<file path="src/rtl/lcd_bus_arbiter_pkg.sv">
// Shared types and timing constants for the LCD bus arbiter (20 ns clock).
// The power-on write list here is only used when LCD_AUTOINIT_EN is defined.
package lcd_pkg;

  typedef enum logic [2:0] {
    INIT,
    ARB,
    SETUP,
    ENABLE,
    HOLD,
    WAIT
  } lcd_state_e;

  localparam int LCD_NS_PER_CYC = 20;
  localparam int LCD_CYC_PER_US = 1000 / LCD_NS_PER_CYC;
  localparam int LCD_CYC_PER_MS = 1000 * LCD_CYC_PER_US;
  localparam int LCD_SETUP_CYC  = 2;
  localparam int LCD_PULSE_CYC  = 500 / LCD_NS_PER_CYC;
  localparam int LCD_CODE_W     = 5;
  localparam int LCD_INIT_LEN   = 8;

  typedef struct packed {
    logic [LCD_CODE_W-1:0] code;
    logic                  rs;
    logic [7:0]            d;
  } lcd_wr_t;

  // Smallest power-of-two exponent covering the requested number of cycles.
  function automatic logic [LCD_CODE_W-1:0] lcd_delay_code(input int cycles);
    return LCD_CODE_W'($clog2(cycles));
  endfunction

  localparam lcd_wr_t LCD_INIT_ROM [LCD_INIT_LEN] = '{
    lcd_wr_t'{code: lcd_delay_code(150 * LCD_CYC_PER_MS), rs: 1'b0, d: 8'h30},
    lcd_wr_t'{code: lcd_delay_code(5 * LCD_CYC_PER_MS),   rs: 1'b0, d: 8'h30},
    lcd_wr_t'{code: lcd_delay_code(120 * LCD_CYC_PER_US), rs: 1'b0, d: 8'h30},
    lcd_wr_t'{code: lcd_delay_code(120 * LCD_CYC_PER_US), rs: 1'b0, d: 8'h38},
    lcd_wr_t'{code: lcd_delay_code(55 * LCD_CYC_PER_US),  rs: 1'b0, d: 8'h08},
    lcd_wr_t'{code: lcd_delay_code(3 * LCD_CYC_PER_MS),   rs: 1'b0, d: 8'h01},
    lcd_wr_t'{code: lcd_delay_code(55 * LCD_CYC_PER_US),  rs: 1'b0, d: 8'h06},
    lcd_wr_t'{code: lcd_delay_code(55 * LCD_CYC_PER_US),  rs: 1'b0, d: 8'h0C}
  };

endpackage

</file>
<file path="src/rtl/lcd_bus_arbiter_if.sv">
// Requester-side handshake bundle: master drives requests, slave (the arbiter)
// returns the one-hot accept strobe.
interface lcd_bus_arbiter_if #(
  parameter int NREQ       = 4,
  parameter int NBITS_TIME = 5
);
  logic [NREQ-1:0]            req_valid;
  logic [NREQ*9-1:0]          req_data;
  logic [NREQ*NBITS_TIME-1:0] req_wait;
  logic [NREQ-1:0]            req_lock;
  logic [NREQ-1:0]            req_ready;

  modport master (
    output req_valid, req_data, req_wait, req_lock,
    input  req_ready
  );

  modport slave (
    input  req_valid, req_data, req_wait, req_lock,
    output req_ready
  );
endinterface

</file>
<file path="src/rtl/lcd_bus_arbiter_rr_arbiter.sv">
// Round-robin winner selection with a sticky lock for multi-byte sequences.
// Pointer and lock state only advance on an accept strobe.
module lcd_rr_arbiter
  import lcd_pkg::*;
#(
  parameter int NREQ = 4
) (
  input  logic                     clk,
  input  logic                     reset,
  input  logic [NREQ-1:0]          valid,
  input  logic [NREQ-1:0]          lock,
  input  logic                     accept,
  output logic [NREQ-1:0]          grant,
  output logic [$clog2(NREQ)-1:0]  grant_idx
);
  localparam int IW = $clog2(NREQ);
  localparam logic [IW-1:0] LAST = IW'(NREQ - 1);

  logic [IW-1:0] ptr_q;
  logic [IW-1:0] lock_id_q;
  logic          lock_q;
  logic [IW:0]   k;

  // Scan offsets from the far end so the offset nearest the pointer is written last.
  always_comb begin
    grant     = '0;
    grant_idx = '0;
    k         = '0;
    if (lock_q) begin
      if (valid[lock_id_q]) begin
        grant[lock_id_q] = 1'b1;
        grant_idx        = lock_id_q;
      end
    end else begin
      for (int i = NREQ - 1; i >= 0; i--) begin
        k = {1'b0, ptr_q} + (IW+1)'(i);
        if (k >= (IW+1)'(NREQ)) k = k - (IW+1)'(NREQ);
        if (valid[k[IW-1:0]]) begin
          grant              = '0;
          grant[k[IW-1:0]]   = 1'b1;
          grant_idx          = k[IW-1:0];
        end
      end
    end
  end

  always_ff @(posedge clk) begin
    if (!reset) begin
      ptr_q     <= '0;
      lock_q    <= 1'b0;
      lock_id_q <= '0;
    end else if (accept) begin
      ptr_q     <= (grant_idx == LAST) ? '0 : grant_idx + IW'(1);
      lock_q    <= lock[grant_idx];
      lock_id_q <= grant_idx;
    end
  end

endmodule

</file>
<file path="src/rtl/lcd_bus_arbiter.sv">
// Shares one HD44780-style LCD bus between NREQ requesters and generates E timing.
// Define LCD_AUTOINIT_EN to emit the power-on init sequence from reset.
module lcd_bus_arbiter
  import lcd_pkg::*;
#(
  parameter int NREQ       = 4,
  parameter int NBITS_TIME = 5,
  parameter int SETUP_CYC  = LCD_SETUP_CYC,
  parameter int PULSE_CYC  = LCD_PULSE_CYC
) (
  input  logic                     clk,
  input  logic                     reset,
  lcd_bus_arbiter_if.slave         req,
  output logic [$clog2(NREQ)-1:0]  grant_id,
  output logic                     busy,
  output logic                     LCD_RS,
  output logic                     LCD_E,
  output logic [7:0]               LCD_D
);
  // state  | meaning
  // INIT   | load next power-on write (LCD_AUTOINIT_EN only)
  // ARB    | idle, offering req_ready to the round-robin winner
  // SETUP  | RS/D stable, E low, SETUP_CYC cycles
  // ENABLE | E high, PULSE_CYC cycles
  // HOLD   | E low, RS/D held, PULSE_CYC cycles
  // WAIT   | post-write busy wait, 2^code cycles

  localparam int IW    = $clog2(NREQ);
  localparam int CNT_W = (2**NBITS_TIME > 16) ? 2**NBITS_TIME : 16;

  lcd_state_e             state_q, state_d;
  logic [CNT_W-1:0]       cnt_q, cnt_d;
  logic [NBITS_TIME-1:0]  wait_code_q;
  logic [CNT_W-1:0]       wait_load;
  logic [NREQ-1:0]        grant;
  logic [IW-1:0]          gidx;
  logic                   accept;
  logic                   init_done;

`ifdef LCD_AUTOINIT_EN
  localparam lcd_state_e RESET_STATE = INIT;
  logic [3:0] init_idx_q;
  lcd_wr_t    init_wr;
  assign init_done = (init_idx_q == 4'(LCD_INIT_LEN));
  assign init_wr   = LCD_INIT_ROM[init_idx_q[2:0]];
`else
  localparam lcd_state_e RESET_STATE = ARB;
  assign init_done = 1'b1;
`endif

  lcd_rr_arbiter #(.NREQ(NREQ)) u_rr (
    .clk       (clk),
    .reset     (reset),
    .valid     (req.req_valid),
    .lock      (req.req_lock),
    .accept    (accept),
    .grant     (grant),
    .grant_idx (gidx)
  );

  assign req.req_ready = (state_q == ARB) ? grant : '0;
  assign busy          = (state_q != ARB);
  assign LCD_E         = (state_q == ENABLE);
  assign wait_load     = (CNT_W'(1) << wait_code_q) - CNT_W'(1);

  always_ff @(posedge clk) begin
    if (!reset) state_q <= RESET_STATE;
    else        state_q <= state_d;
  end

  // Every timed phase is a down-counter loaded on entry and left at zero.
  always_comb begin
    state_d = state_q;
    cnt_d   = cnt_q;
    accept  = 1'b0;
    case (state_q)
      ARB: begin
        if (|grant) begin
          accept  = 1'b1;
          state_d = SETUP;
          cnt_d   = CNT_W'(SETUP_CYC - 1);
        end
      end
      INIT: begin
        state_d = SETUP;
        cnt_d   = CNT_W'(SETUP_CYC - 1);
      end
      SETUP: begin
        if (cnt_q == '0) begin
          state_d = ENABLE;
          cnt_d   = CNT_W'(PULSE_CYC - 1);
        end else cnt_d = cnt_q - CNT_W'(1);
      end
      ENABLE: begin
        if (cnt_q == '0) begin
          state_d = HOLD;
          cnt_d   = CNT_W'(PULSE_CYC - 1);
        end else cnt_d = cnt_q - CNT_W'(1);
      end
      HOLD: begin
        if (cnt_q == '0) begin
          state_d = WAIT;
          cnt_d   = wait_load;
        end else cnt_d = cnt_q - CNT_W'(1);
      end
      WAIT: begin
        if (cnt_q == '0) state_d = init_done ? ARB : INIT;
        else             cnt_d   = cnt_q - CNT_W'(1);
      end
      default: state_d = ARB;
    endcase
  end

  always_ff @(posedge clk) begin
    if (!reset) begin
      cnt_q       <= '0;
      LCD_RS      <= 1'b0;
      LCD_D       <= '0;
      grant_id    <= '0;
      wait_code_q <= '0;
`ifdef LCD_AUTOINIT_EN
      init_idx_q  <= '0;
`endif
    end else begin
      cnt_q <= cnt_d;
      if (accept) begin
        {LCD_RS, LCD_D} <= req.req_data[int'(gidx)*9 +: 9];
        wait_code_q     <= req.req_wait[int'(gidx)*NBITS_TIME +: NBITS_TIME];
        grant_id        <= gidx;
      end
`ifdef LCD_AUTOINIT_EN
      if (state_q == INIT) begin
        LCD_RS      <= init_wr.rs;
        LCD_D       <= init_wr.d;
        wait_code_q <= NBITS_TIME'(init_wr.code);
        init_idx_q  <= init_idx_q + 4'd1;
      end
`endif
    end
  end

endmodule
</file>
<file path="src/flat_wrapper.sv">
// flat-port wrapper written by rule: the top's interface ports become plain ports
module lcd_bus_arbiter_flat import lcd_pkg::*;
#(
  parameter int NREQ       = 4,
  parameter int NBITS_TIME = 5,
  parameter int SETUP_CYC  = LCD_SETUP_CYC,
  parameter int PULSE_CYC  = LCD_PULSE_CYC
)
  (clk, reset, grant_id, busy, LCD_RS, LCD_E, LCD_D, req_req_valid, req_req_data, req_req_wait, req_req_lock, req_req_ready);
  lcd_bus_arbiter_if #(.NREQ(NREQ), .NBITS_TIME(NBITS_TIME)) req_i ();
  input  logic clk;
  input  logic reset;
  output logic [$clog2(NREQ)-1:0] grant_id;
  output logic busy;
  output logic LCD_RS;
  output logic LCD_E;
  output logic [7:0] LCD_D;
  input wire logic [$bits(req_i.req_valid)-1:0] req_req_valid;
  input wire logic [$bits(req_i.req_data)-1:0] req_req_data;
  input wire logic [$bits(req_i.req_wait)-1:0] req_req_wait;
  input wire logic [$bits(req_i.req_lock)-1:0] req_req_lock;
  output wire logic [$bits(req_i.req_ready)-1:0] req_req_ready;
  assign req_i.req_valid = req_req_valid;
  assign req_i.req_data = req_req_data;
  assign req_i.req_wait = req_req_wait;
  assign req_i.req_lock = req_req_lock;
  assign req_req_ready = req_i.req_ready;
  lcd_bus_arbiter #(.NREQ(NREQ), .NBITS_TIME(NBITS_TIME), .SETUP_CYC(SETUP_CYC), .PULSE_CYC(PULSE_CYC)) u_core (.clk(clk), .reset(reset), .req(req_i), .grant_id(grant_id), .busy(busy), .LCD_RS(LCD_RS), .LCD_E(LCD_E), .LCD_D(LCD_D));
endmodule
</file>
<file path="config.mk">
export PLATFORM = sky130hd
export DESIGN_NAME = lcd_bus_arbiter_flat
export DESIGN_NICKNAME = d
export VERILOG_FILES = /design/src/rtl/lcd_bus_arbiter_pkg.sv /design/src/rtl/lcd_bus_arbiter_if.sv /design/src/rtl/lcd_bus_arbiter_rr_arbiter.sv /design/src/rtl/lcd_bus_arbiter.sv /design/src/flat_wrapper.sv
export SDC_FILE = /design/constraint.sdc
export NUM_CORES = 1
export LEC_CHECK = 0
export ABC_AREA = 1
export BUFFER_PORTS_ARGS = -buffer_cell sky130_fd_sc_hd__buf_2
export CAP_MARGIN = 30
export CORE_MARGIN = 4
export CORE_UTILIZATION = 40
export DETAILED_ROUTE_END_ITERATION = 8
export GPL_ROUTABILITY_DRIVEN = 0
export PLACE_DENSITY = 0.61
export SETUP_SLACK_MARGIN = 0.2
export SLEW_MARGIN = 15
export SYNTH_ARGS = -nofsm -noshare
export SYNTH_HDL_FRONTEND = slang
export SYNTH_SLANG_ARGS = --single-unit
export TNS_END_PERCENT = 30
</file>
<file path="constraint.sdc">
create_clock -name clk -period 3.7 [get_ports clk]
set_input_delay 0.555 -clock clk [delete_from_list [all_inputs] [get_ports clk]]
set_output_delay 0.555 -clock clk [all_outputs]
set_load 0.1 [all_outputs]
</file>
# Word-level counts from Yosys, hierarchy flattened
# Index checks and enable logic that the tools add are counted.
# W data, S select, Z words.
[word_totals]
regBits = 54
[classes]
mul = 2
eq_ne = 13
mux = 57
n_addsub = 10
magnitude_cmp = 15
n_reduce_logical = 12
n_shift = 3
[ops]
columns = ["op", "count"]
rows = [
  ["$pmux W32 S5", 1],
  ["$mux W32", 4],
  ["$shiftx A36 B32 Y9", 1],
  ["$logic_not A32 Y1", 1],
  ["$shiftx A20 B32 Y5", 1],
  ["$shl A1 B5 Y32 const A", 1],
  ["$sub A32 B1 Y32 const B", 1],
  ["$sub A32 B2 Y32 const B", 1],
  ["$mux W2", 15],
  ["$mux W4", 7],
  ["$lt A2 B3 Y1 const B", 6],
  ["$pmux W3 S6", 1],
  ["$mux W3", 5],
  ["$mux W1", 13],
  ["$bmux W1 S2", 6],
  ["$demux W1 S2", 5],
  ["$ge A2 B1 Y1 const B", 5],
  ["$ge A3 B3 Y1 const B", 3],
  ["$ne A2 B1 Y1 const B", 4],
  ["$sub A2 B1 Y2 const B", 4],
  ["$add A2 B2 Y3 const B", 2],
  ["$eq A3 B2 Y1 const B", 2],
  ["$eq A3 B3 Y1 const B", 2],
  ["$mul A2 B4 Y6 const B", 1],
  ["15 further kinds", 20],
]

# Longest topological paths before layout
# Gate-level depths: netlist (run 1).
[depth]
ltp_word = 16
mapped_depth = 18
depth_no_buf = 17

# Modules after synthesis
# Synthesis (run 1) repeated with hierarchy kept, for this count alone.
[hier_totals]
cells_unflattened = 852
area_unflattened_um2 = 5096.1
[modules_own_cells]
columns = ["mod", "cells_per_inst", "instances", "area_each_um2", "seq_area_each_um2"]
rows = [
  ["lcd_bus_arbiter", 724, 1, 4245.3, 1021.0],
  ["lcd_rr_arbiter", 128, 1, 850.8, 100.1],
]

# Least setup slack after synthesis (run 1)
# Ideal clock, no wire load.
[synth_timing]
path_kind = "register to output"
startpoint = "register, netlist name u_core.grant_id[0]"
endpoint = "output req_req_ready[3]"
arrival_ns = 3.341
path_buffers = 0
path_stages_with_launch = 9
setup_slack_ns = -0.196
path_cell_list = "dfxtp_1 -> inv_1 -> nor3_1 -> nor2_1 -> nand2_1 -> nand2_1 -> nor2_1 -> nand2_1 -> a21oi_1"
[synth_lines]
columns = ["item", "line_no", "source"]
rows = [
  ["end: declaration", "flat_wrapper.sv:22", "output wire logic [$bits(req_i.req_ready)-1:0] req_req_ready;"],
]

# Final worst setup path (run 1)
[layout_timing]
startpoint = "register u_core.u_rr.ptr_q[0]"
endpoint = "output req_req_ready[2]"
[layout_via]
elab_chain_cells = 14
word_cells_on_any_way = 53
classes_between = "7 x add/sub; 12 x order compare; 30 x mux; 4 x reduce/logical"
[layout_rtl]
columns = ["item", "line_no", "source"]
rows = [
  ["start: declaration", "lcd_bus_arbiter_rr_arbiter.sv:19", "logic [IW-1:0] ptr_q;"],
  ["start signal: assignment", "lcd_bus_arbiter_rr_arbiter.sv:53", "ptr_q <= (grant_idx == LAST) ? '0 : grant_idx + IW'(1);"],
  ["$add A2 B2 Y3", "lcd_bus_arbiter_rr_arbiter.sv:36", "k = {1'b0, ptr_q} + (IW+1)'(i);"],
  ["$ge A3 B3 Y1 / $sub A2 B1 Y2 (equally long branches)", "lcd_bus_arbiter_rr_arbiter.sv:37", "if (k >= (IW+1)'(NREQ)) k = k - (IW+1)'(NREQ);"],
  ["$mux W2", "lcd_bus_arbiter_rr_arbiter.sv:37", ""],
  ["$mux W2", "lcd_bus_arbiter_rr_arbiter.sv:29", "if (lock_q) begin"],
  ["$lt A2 B3 Y1 (implied by the code) / $ge A2 B1 Y1 (equally long branches)", "lcd_bus_arbiter_rr_arbiter.sv:40", "grant[k[IW-1:0]] = 1'b1;"],
  ["$logic_and A1 B1 Y1 (implied by the code)", "lcd_bus_arbiter_rr_arbiter.sv:40", ""],
  ["$mux W1 (implied by the code)", "lcd_bus_arbiter_rr_arbiter.sv:40", ""],
  ["$demux W1 S2", "lcd_bus_arbiter_rr_arbiter.sv:40", ""],
  ["$mux W4 (3 in a row)", "lcd_bus_arbiter_rr_arbiter.sv:38", "if (valid[k[IW-1:0]]) begin"],
  ["$mux W4 *", "lcd_bus_arbiter_rr_arbiter.sv:38", ""],
  ["$mux W4 *", "lcd_bus_arbiter_rr_arbiter.sv:29", ""],
  ["$mux W4 *", "lcd_bus_arbiter.sv:61", "assign req.req_ready = (state_q == ARB) ? grant : '0;"],
]
# Mark *: on every way between the ends. The rest lies on a longest branch, timed or not. The select of a mux whose other input is x is not followed.

==> results of run 1 <==
registers in the layout, summed over array words and instances, names as in the netlist:
name                count
u_core.LCD_D            8
u_core.LCD_RS           1
u_core.cnt_q           32
u_core.grant_id         2
u_core.state_q          3
u_core.u_rr.lock_q      1
u_core.u_rr.ptr_q       2
u_core.wait_code_q      5
per-stage QoR:
stage | cell area, sq um | util | worst slack, ns | setup TNS [ns]
final | 6120 | 0.458 | 0.486 | 0
after global routing | 6120 | 0.458 | 0.227 | 0
after CTS | 6100 | 0.457 | 0.478 | 0
after detailed placement | 5970 | 0.447 | 0.798 | 0
after global placement | 5970 | 0.447 | 0.848 | 0
after floorplan | 5500 | - | -0.174 | -0.174
worst max path at each step:
stage,endpoint,cells past startpoint,slack (ns),from
global route,req_req_ready[1],12,0.23,u_core.u_rr.ptr_q[0]
detailed placement,u_core.state_q[2],17,0.80,u_core.u_rr.ptr_q[0]
CTS,req_req_ready[2],12,0.48,u_core.u_rr.ptr_q[0]
finish,req_req_ready[2],12,0.49,u_core.u_rr.ptr_q[0]
floorplan,req_req_ready[2],8,-0.17,u_core.grant_id[0]
global placement,req_req_ready[2],12,0.85,u_core.u_rr.ptr_q[0]
synthesized netlist by cell type:
library cell	count	share of area
o21a_1	1	0.0014
a21oi_2	14	0.022
clkbuf_1	19	0.013
nand4_1	36	0.041
nand2_4	2	0.0041
o2111ai_1	2	0.0032
a31oi_1	1	0.0011
xor2_1	21	0.033
nor3_1	12	0.011
a311oi_1	1	0.0016
inv_1	96	0.066
nor2_2	6	0.0068
o21bai_1	1	0.0014
nor2_4	3	0.0061
nor3_2	1	0.0018
o21ai_2	1	0.0016
or2_2	3	0.0034
ha_1	11	0.025
nand2_2	17	0.019
o22ai_2	1	0.0023
o21ai_1	1	0.00091
dfxtp_1	54	0.20
o211ai_1	31	0.042
nand3_2	5	0.0091
a21oi_4	2	0.0059
buf_1	2	0.0014
nand4_2	1	0.0023
o21ai_0	31	0.028
nor2_1	141	0.096
xnor2_1	9	0.014
buf_2	13	0.012
clkinv_1	1	0.00068
nand3_4	1	0.0032
buf_6	5	0.010
inv_4	1	0.0011
buf_4	2	0.0027
nand2_1	239	0.16
a21oi_1	56	0.051
nand3b_1	3	0.0041
nand3_1	91	0.083
inv_2	8	0.0055
routing by layer:
layer / track usage / wire length (um) / share of wire / vias up
met1: 0.278 / 7660 / 0.48 / 2817
met5: 0 / 0 / 0 / -
met4: 0.0529 / 250 / 0.016 / 0
li1: - / - / - / 3202
met3: 0.0299 / 793 / 0.050 / 17
met2: 0.332 / 7310 / 0.46 / 159
cell families (layout without fill, tap and decap cells):
kind of cell / Yosys count / count (layout) / synth area share
AOI/OAI and AO/OA: 143 / 143 / 0.163
xor gates and xnor gates: 30 / 30 / 0.0478
adders and majority gates: 11 / 11 / 0.0251
buffers and inverters: 147 / 203 / 0.112
DFF: 54 / 54 / 0.197
and+or+nand+nor: 561 / 561 / 0.455
cell usage in the layout, fill, tap and decap left out, drive strengths merged:
master | Yosys | routed
o21ai | 33 | 33
o22ai | 1 | 1
o21a | 1 | 1
a21oi | 72 | 72
o21bai | 1 | 1
nand2 | 258 | 258
nor3 | 13 | 13
a31oi | 1 | 1
nand4 | 37 | 37
clkinvlp | 0 | 1
nand3b | 3 | 3
dfxtp | 54 | 54
clkbuf | 19 | 6
xor2 | 21 | 21
clkinv | 1 | 1
inv | 105 | 105
buf | 22 | 90
o211ai | 31 | 31
nor2 | 150 | 150
ha | 11 | 11
xnor2 | 9 | 9
nand3 | 97 | 97
a311oi | 1 | 1
o2111ai | 2 | 2
or2 | 3 | 3
final cells by class:
class	instances	area, sq um
flip-flops and latches	54	1080
well taps	176	220
clock inverters	1	7.51
multi-input cells	745	3800
inverters	106	400
repair buffers	90	478
fillers	1510	7230
clock buffers	6	129
worst register-to-register path, stage by stage, from the launching register on:
cell and delay [ns]:
dfxtp_1 0.63, inv_4 0.11, ha_1 0.35, inv_1 0.12, nand3_1 0.09, nand2_1 0.10
inv_2 0.04, nor2_2 0.14, nand2_1 0.07, nand3_1 0.06, nand2_1 0.07, nand2_1 0.10
nor2_4 0.06, nand3_4 0.09, buf_4 0.35, nand2_1 0.20, o21ai_0 0.18, nor2_1 0.05
==> out/results.tsv, run 1 <==
metric	value	unit
outcome	finished clean	
layout cell share with drive strength beyond 1	0.164	
antenna violations before repair	0	
GRT Resource Usage Total	0.202	
syn_nets	1023	
CTS Buf Count	5	
die width	125	um
Worst Reg-to-Reg Cells	17	
hold endpoint	u_core.cnt_q[0]	
nature of the critical path endpoint	output port	
PortBufs	82	
initial core utilization	0.412	
most frequent CP cell	nand2_1	
Via density	5.26	
die span in y	125	um
antenna viol nets, final	0	
# H-tree levels	2	
Critical Path Source Type	register	
Congestion Overflow GR	0	
count of final max-slew check failures	0	
die area	0.0157	sq mm
CTS root buf	clkbuf_16	
hpwl dp	12000	um
Core ar.	0.0133	sq mm
R2R Path End	u_core.state_q[2]	
min cycle time layout	3.21	ns
Seq/Total Area, Yosys	0.197	
CP Buf/Inv Count	4	
cell row count	42	
Crit Path Class	register to output port	
first-pass GRT wire length	27200	um
ANT cells	0	
post-synth cell types	41	
Worst path max stage delay	0.63	ns
unrepaired setup endpoints after global routing	no	
Slew HR	0.556	
Avg Cell Area, Syn	5.81	sq um
DRC	0	
clk_skew	0.00854	ns
Cell Count, Final, Fillers Out	1178	
fmax	311	MHz
cts repair resizes	0	
Yosys warning count	0	
worst-skew pair later-pin latency	0.30	ns
DRT Pass-1 Iters	5	
CTS tree	yes	
Tcrit/Tclk final	0.869	
WL final	16000	um
vias in the first global route	5656	
Crit path max-delay family	buffers and inverters	
Top Ports	83	
worst-path cell chain	inv_4, ha_1, inv_1, nand3_1, nand2_1, inv_2, nor2_2, nand3_1, nand2_1, nand2_1, a21oi_1, buf_2	
CTS Buffer Depth	2	
wire per inst	13.6	um
max-cap violations	0	
area grow syn2layout	11.4	%
WP data arrival	2.66	ns
Worst Max-Slew Pin Slew	0.665	ns
quantity of hold-fixing buffers added after cts	0	
Hold Startpoint	u_core.cnt_q[0]	
clock slew at reported path FFs	0.07	ns
Hold Path Class	register to register	
Synth Instances	946	
flop and latch count out of synthesis	54	
CTS Sinks	54	
DR vias	6195	
Hold Path Depth	2	
final net count	1079	
# setup viols final	0	
Worst path slowest cell	dfxtp_1	
Post-CTS Setup Inserts	0	
Required @ worst endpoint	3.14	ns
CP max FO	13	
mapped cell area	0.00549	sq mm
Hold WS	0.470	ns
initial DRC count	572	
r2r setup slk	0.78	ns
Final Hold Viols	0	
Inst Count DP	1170	
reg2reg start	u_core.u_rr.ptr_q[0]	
largest net degree at the start of global routing	63	
Power of run 1 is left out: the tool's default activity adds up to more than one toggle a clock period on the data nets, which glitch-free logic cannot reach.
==> inputs of run 2 (changes only) <==
==> constraint.sdc (replaced) <==
create_clock -name clk -period 3.7 [get_ports clk]
set_input_delay 0.37 -clock clk [delete_from_list [all_inputs] [get_ports clk]]
set_output_delay 0.37 -clock clk [all_outputs]
set_load 0.1 [all_outputs]
==> run 2 against run 1 <==
  * Non-clock buffer count unchanged
  * Largest cell class unchanged
  * Setup slack improved by 0.12 ns
  * Worst hold slack got worse by 0.053 ns
  * Fmax increased by 3.9%
  * Cell count about the same
  * Flip-flop and latch count unchanged
  * Die area unchanged
  * Final area increased by 0.33%
  * Critical endpoint unchanged
  * Routed wire length increased by 0.27%
  * Count of clock-buffer cells in the layout unchanged
==> out/results.tsv, run 2 (synthesis gave the netlist of run 1 again) <==
metric	value	unit
min cycle time layout	3.09	ns
nature of the critical path endpoint	output port	
Hold Startpoint	req_req_wait[7]	
die area	0.0157	sq mm
Final Hold Viols	0	
Crit Path Class	register to output port	
antenna viol nets, final	0	
initial DRC count	564	
CTS Buf Count	5	
most frequent cells in the layout	238 x nand2_1, 141 x nor2_1, 96 x inv_1	
CTS Sinks	54	
largest net degree at the start of global routing	63	
PortBufs	82	
DR vias	6167	
Largest Register	u_core.cnt_q	
most common cell after layout, fill and taps aside	nand2_1	
vias in the first global route	5637	
hpwl dp	12100	um
WL final	16100	um
CTS tree	yes	
most frequent CP cell	nand2_1	
Top Ports	83	
DRT Pass-1 Iters	5	
quantity of hold-fixing buffers added after cts	0	
WP data arrival	2.72	ns
unrepaired setup endpoints after global routing	no	
clk_skew	0.0103	ns
Worst path slowest cell	dfxtp_1	
GRT Resource Usage Total	0.205	
Core ar.	0.0133	sq mm
outcome	finished clean	
Post-CTS Setup Inserts	0	
# setup viols final	0	
Via density	5.23	
# H-tree levels	2	
count of final max-slew check failures	0	
max-cap violations	0	
antenna violations before repair	0	
die span in y	125	um
fmax	323	MHz
Congestion Overflow GR	0	
reg2reg start	u_core.u_rr.ptr_q[0]	
cell row count	42	
Tcrit/Tclk final	0.836	
clock slew at reported path FFs	0.07	ns
initial core utilization	0.412	
Required @ worst endpoint	3.33	ns
Hold Path Class	primary input to register	
wire per inst	13.6	um
ANT cells	0	
Slew HR	0.448	
final net count	1079	
Worst Max-Slew Pin Slew	0.828	ns
crit path launch	u_core.u_rr.ptr_q[0]	
Critical Path Source Type	register	
cts repair resizes	0	
max reg flops	32	
worst-path cell chain	inv_4, ha_1, inv_1, nand3_1, nand2_1, inv_2, nor2_2, nand3_1, nand2_1, nand2_1, a21oi_1, buf_2	
CTS Buffer Depth	2	
Regs by FF count	u_core.cnt_q (32), u_core.LCD_D (8), u_core.wait_code_q (5)	
die width	125	um
CTS root buf	clkbuf_16	
first-pass GRT wire length	27200	um
CP max FO	13	
Worst path max stage delay	0.62	ns
worst-skew pair later-pin latency	0.31	ns
DRC	0	
area grow syn2layout	11.8	%
layout cell share with drive strength beyond 1	0.166	
setup TNS	0	ns
[run 2: cell type report]
| type | instances | area [sq um] |
|---|---|---|
| sequential | 54 | 1080 |
| multi-input combinational | 745 | 3800 |
| fill | 1465 | 7210 |
| inverter | 106 | 400 |
| tap | 176 | 220 |
| timing repair buffer | 90 | 478 |
| clock buffer | 6 | 139 |
| clock inverter | 2 | 17.5 |
[run 2: critical path: cells and delay by family, from the launching register on]
family	cells	cell delay [ns]
compound gates	1	0.15
fa+ha+maj	1	0.36
buf+inv	4	0.71
flops	1	0.62
simple gates	6	0.55
[run 2: metal layers]
layer  global-route usage  part of all wire  wire (um)  up-vias
met5                    0                 0          0        -
met1                0.277              0.47       7540     2799
met2                0.343              0.47       7570      151
met4               0.0536             0.018        288        0
met3               0.0294             0.042        668       18
li1                     -                 -          -     3199
[run 2: per-stage QoR]
step | instance area, sq um | setup WS, ns | std cells | utilization | hold WS, ns
6_report | 6140 | 0.608 | 1179 | 0.460 | 0.417
4_1_cts | 6120 | 0.614 | 1178 | 0.459 | 0.420
3_5_place_dp | 5970 | 0.796 | 1170 | 0.447 | 0.460
3_3_place_gp | 5970 | 0.888 | 1170 | 0.447 | 0.454
5_1_grt | 6140 | 0.425 | 1179 | 0.460 | 0.444
2_1_floorplan | 5500 | 0.0108 | 946 | - | 0.439
[run 2: final timing paths]
check,end,slack (ns),cells past startpoint
setup / recovery,req_req_ready[2],0.61,12
hold / removal,u_core.wait_code_q[2],0.42,5
setup reg to reg,u_core.state_q[2],0.79,17
hold reg to reg,u_core.cnt_q[0],0.47,2
Power of run 2 is left out for the same reason.
